<file path="src/rtl/bosalt_pkg.sv">
// bosalt_pkg: shared FSM state encoding and default word width for bosalt.
package bosalt_pkg;
   localparam int W_DEF = 32;
   typedef enum logic [1:0] {
      IDLE = 2'd0,
      UST  = 2'd1,
      ALT  = 2'd2
   } state_e;
endpackage

</file>
<file path="src/rtl/bosalt.sv">
// bosalt: unpacks each accepted 2*W word into two W words, upper half first.
// Streams back-to-back by reloading from the lower-half cycle.
module bosalt
   import bosalt_pkg::*;
#(
   parameter int W = W_DEF
) (
   input  logic           clk,
   input  logic           rst_n,
   input  logic [2*W-1:0] depo,
   input  logic           depo_valid,
   output logic           depo_ready,
   output logic [W-1:0]   veri,
   output logic           veri_valid,
   input  logic           veri_ready,
   output logic           bos,
   output logic [15:0]    sayac
);
   state_e         state_q;
   logic [2*W-1:0] hold_q;
   logic [W-1:0]   veri_q;
   logic           vld_q;
   logic           bos_q;
   logic [15:0]    sayac_q;
   logic           accept;
   // rst_n gates ready so nothing is offered while reset is held
   assign depo_ready = rst_n & ((state_q == IDLE) | ((state_q == ALT) & veri_ready));
   assign accept     = depo_valid & depo_ready;
   assign veri       = veri_q;
   assign veri_valid = vld_q;
   assign bos        = bos_q;
   assign sayac      = sayac_q;
   always_ff @(posedge clk or negedge rst_n) begin
      if (!rst_n) begin
         state_q <= IDLE;
         hold_q  <= '0;
         veri_q  <= '0;
         vld_q   <= 1'b0;
         bos_q   <= 1'b1;
         sayac_q <= '0;
      end else begin
         if (vld_q && veri_ready) sayac_q <= sayac_q + 16'd1;
         if (accept) begin
            hold_q  <= depo;
            veri_q  <= depo[2*W-1:W];
            vld_q   <= 1'b1;
            bos_q   <= 1'b0;
            state_q <= UST;
         end else begin
            case (state_q)
               UST: if (veri_ready) begin
                  state_q <= ALT;
                  veri_q  <= hold_q[W-1:0];
               end
               ALT: if (veri_ready) begin
                  state_q <= IDLE;
                  veri_q  <= '0;
                  vld_q   <= 1'b0;
                  bos_q   <= 1'b1;
               end
               default: ;
            endcase
         end
      end
   end
endmodule

</file>
<file path="config.mk">
export PLATFORM = sky130hd
export DESIGN_NAME = bosalt
export DESIGN_NICKNAME = d
export VERILOG_FILES = /design/src/rtl/bosalt_pkg.sv /design/src/rtl/bosalt.sv
export SDC_FILE = /design/constraint.sdc
export NUM_CORES = 1
export LEC_CHECK = 0
export BUFFER_PORTS_ARGS = -buffer_cell sky130_fd_sc_hd__buf_2
export CORE_UTILIZATION = 45
export CTS_CLUSTER_DIAMETER = 150
export DETAILED_ROUTE_END_ITERATION = 6
export HOLD_SLACK_MARGIN = 0.05
export PLACE_DENSITY = 0.76
export SYNTH_ARGS = -nofsm -noshare
export SYNTH_HDL_FRONTEND = slang
export SYNTH_SLANG_ARGS = --single-unit
export TNS_END_PERCENT = 50
</file>
<file path="constraint.sdc">
create_clock -name clk -period 4.4 [get_ports clk]
set_clock_uncertainty 0.1 [all_clocks]
set_input_delay 0.88 -clock clk [delete_from_list [all_inputs] [get_ports clk]]
set_output_delay 0.88 -clock clk [all_outputs]
set_load 0.05 [all_outputs]
</file>
==> results <==
- Buffers placed on the I/O ports in this run total 118.
- The share of the clock period used by the worst path after layout is 59.3%.
- The wire length of the first global-routing pass is 10800 um.
- The internal power component is approximately 1.8 mW.
- The share of final-layout standard cells stronger than drive strength 1 is a little under half.
- In this run the clock root is driven by a sky130_fd_sc_hd__clkbuf_8.
- The layout has 625 filler cells.
- Based on the critical path, the design can be clocked at up to about 380 MHz.
- The setup slack of the most critical reg-to-reg path is ~2300 ps.
- The total of cells resized after clock tree synthesis is 0.
- The slew at the pin with the worst max-slew slack is ~1000 ps.
- Counting distinct cell types in the post-synthesis netlist gives 27.
- Max-cap violations in this run came to 0.
- The area occupied by registers is 2100 sq um.
- In this run switching power makes up between 40% and 50% of total power.
- The HPWL after detailed placement is between 4000 and 5000 um.
- The worst setup path is launched from an input port.
- The number of pins with negative max-slew slack in the final report came to 0.
- The startpoint of the worst register-to-register path is state_q[1].
- The clock drives between 80 and 90 sinks.
- The library cell used most frequently in the layout, excluding fill and tap cells, is sky130_fd_sc_hd__buf_2.
- The area of the placeable core is about 7300 sq um.
- The total length of routed wires is 6920 um.
- The die covers 8020 sq um.
- The run finished with clean final reports.
- The static power due to leakage is around 2.1 nW.
- In the routed design, unresolved DRC markers number 0.
- The number of hold buffers added after CTS is 0.
- The top-level port count is 119.
- The maximum number of pins on one net before global-route repair is 74.
- The TritonCTS clock tree is yes.
- TritonCTS created 9 clock buffers.
- The vias per cell is roughly 5.
- The worst endpoint data arrival time is 1630 ps.
- The overall global routing resource usage is around 18%.
- The area growth from synthesis to layout is 24.7%.
- The register bit total from synthesis is 84.
- Of the total power, combinational logic draws 43.2%.
- For the worst-skew pair, the clock arrives at the later sink with an insertion delay of around 340 ps.
- Before antenna repair, the detailed router went through 4 iterations.
- The total global routing overflow is 0.
- Setup repair after global routing left no endpoint under its margin.
- The critical path in this run is classified as input port to primary output.
- After synthesis, the largest area contributor takes up 60.2% of total cell area.
- The cell type with the largest total area after synthesis is sky130_fd_sc_hd__dfrtp_1.
- The initial cell density of the core is a little under half.
- The H-tree was split into 3 levels.
- Measured against its own limit, the worst slew margin works out to between 30% and 40%.
- The primary flip-flop cell chosen by synthesis mapping is sky130_fd_sc_hd__dfrtp_1.
- The min-delay analysis places its worst path in the category input port to async pin.
- After clock tree synthesis, the clock-pin slew on the worst setup and hold paths is roughly 80 ps.
- The floorplan has 31 rows.
- The number of global-route vias before repair is around 2400.
- The die height is around 90 um.
- Sorting the synthesized cells by area gives the leading types as sky130_fd_sc_hd__dfrtp_1, sky130_fd_sc_hd__mux2_2, sky130_fd_sc_hd__a221o_1.
- The critical path data required time is between 3000 and 4000 ps.
- The congestion estimate from routability-driven global placement came to approximately 0.76.
- The diode insertion count for antenna repair is 0.
- The final number of hold-violating endpoints is 0.
- The initial antenna violation count is 0.
- The yosys synthesis warning count is 0.
- The switching power of the nets is between 1 and 1.5 mW.
- In the final routed layout, each cell accounts on average for roughly 15 um.
- The destination of the worst register-to-register timing path is hold_q[24].
- The post-route minimum period is between 2000 and 3000 ps.
- The per-instance average area after synthesis is approximately 14 sq um.
- The sum of negative setup slack is 0 ps.
- The critical path endpoint category is a primary output.
- The number of nets in the synthesized netlist is between 300 and 400.
- The share of power burned in registers is between 30 and 40%.
- The power per standard cell area is roughly 750 nW/um^2.
- The library cells used most frequently in the layout, excluding fill and tap cells, are sky130_fd_sc_hd__buf_2, sky130_fd_sc_hd__dfrtp_1, sky130_fd_sc_hd__mux2_2.
- Summing every instance area after synthesis gives 3450 sq um.
- Across the VDD grid, the largest voltage drop is approximately 0.00035 V.
- The worst register-to-register path has a depth of 4.
- Post-CTS timing repair inserted 0 buffers for setup.
- The longest clock path from root to sink contains 2 buffers.
- Sequential cells were found to cover just over 60% of the synthesized design area.
- The cell count after synthesis is around 250.
- The largest fanout on the critical path is 14.
- The routed via count is between 2000 and 2500.
- The die outline width is a little under 90 um.
- The iteration-0 DRC count of the detailed router is 87.
- The clock network accounts for between 10% and 20% of the total power.
- Summing all multi-input logic gate instances after layout gives 1260 sq um.
- The number of setup violations in the final report is 0.
- The post-route worst hold slack is about 270 ps.
- The synthesized design contains 0 enable-type register cells.
- In the synthesized netlist the async set-or-reset flop fraction comes to 100%.
- The detail route stage leaves a number of antenna-violating nets equal to 0.
- The final layout contains around 440 nets.
[cell families (layout without fill, tap and decap cells)]
| kind of cell | Yosys count | in the layout | synth area share [%] |
|---|---|---|---|
| AND/OR/NAND/NOR | 69 | 69 | 11.5 |
| XOR/XNOR | 15 | 15 | 3.81 |
| buffers and inverters | 14 | 137 | 2.72 |
| adder cells (fa/ha/maj) | 1 | 1 | 0.363 |
| multiplexers | 33 | 33 | 10.8 |
| flip-flops | 84 | 84 | 61.0 |
| AO/OA/AOI/OAI | 36 | 36 | 9.87 |
[worst max-delay path by stage]
stage	startpoint	end	slack (ps)
6_report	rst_n	depo_ready	1790
5_1_grt	rst_n	depo_ready	1690
4_1_cts	rst_n	depo_ready	1780
3_5_place_dp	rst_n	hold_q[12]	1710
3_3_place_gp	rst_n	hold_q[10]	1750
2_1_floorplan	veri_ready	hold_q[14]	1690
[cell usage after synthesis (2+ instances only)]
cell type                  instances
sky130_fd_sc_hd__a221o_1          32
sky130_fd_sc_hd__and2_1           32
sky130_fd_sc_hd__and3_1            3
sky130_fd_sc_hd__buf_2             3
sky130_fd_sc_hd__buf_4             4
sky130_fd_sc_hd__buf_6             3
sky130_fd_sc_hd__clkbuf_1          3
sky130_fd_sc_hd__dfrtp_1          83
sky130_fd_sc_hd__mux2_2           33
sky130_fd_sc_hd__nand2_1          14
sky130_fd_sc_hd__nand3_1           3
sky130_fd_sc_hd__nand4_1           3
sky130_fd_sc_hd__nor2_1            6
sky130_fd_sc_hd__nor3_1            2
sky130_fd_sc_hd__o21ai_0           3
sky130_fd_sc_hd__xnor2_1          11
sky130_fd_sc_hd__xor2_1            4
[through the flow]
step / cell area, sq um / power (mW) / std cells / setup slack, ps / util, %
6_report: 4300 / 3.21 / 474 / 1790 / 58.6
5_1_grt: 4300 / 3.40 / 474 / 1690 / 58.6
4_1_cts: 4300 / 3.25 / 474 / 1780 / 58.6
3_5_place_dp: 4100 / 2.69 / 458 / 1710 / 55.9
3_3_place_gp: 4100 / 2.65 / 458 / 1750 / 55.9
2_1_floorplan: 3450 / 2.34 / 252 / 1690 / -
[state kept, by name, summed over array words and instances, names as in the netlist]
signal      cells
veri_valid      1
sayac          16
state_q         2
bos             1
hold_q         32
veri           32
[cell type report]
cell class / count / share of cell area, %
Clock buffer: 12 / 3.61
Tap cell: 99 / 2.88
Inverter: 1 / 0.0873
Sequential cell: 84 / 48.9
Timing Repair Buffer: 120 / 14.1
Clock inverter: 4 / 1.11
Multi-Input combinational cell: 154 / 29.2
[critical path: stages]
cell and delay [ps]:
sky130_fd_sc_hd__buf_4 190, sky130_fd_sc_hd__nor3b_2 250, sky130_fd_sc_hd__buf_2 300
[power groups by stage]
| stage | logic (mW) | clock network, mW | registers, mW |
|---|---|---|---|
| after floorplan | 0.441 | 0 | 1.90 |
| after global placement | 1.37 | 0 | 1.28 |
| after detailed placement | 1.41 | 0 | 1.28 |
| after CTS | 1.40 | 0.570 | 1.27 |
| after global routing | 1.48 | 0.601 | 1.32 |
| final | 1.39 | 0.548 | 1.27 |
[routing by layer]
| metal | up-vias | global-route usage [%] | wire length, um |
|---|---|---|---|
| li1 | 1150 | - | - |
| met1 | 1137 | 22.9 | 3040 |
| met2 | 88 | 29.2 | 3280 |
| met3 | 10 | 5.54 | 510 |
| met4 | 0 | 6.93 | 87 |
| met5 | - | 0 | 0 |
(Power assumes the default switching activity.)
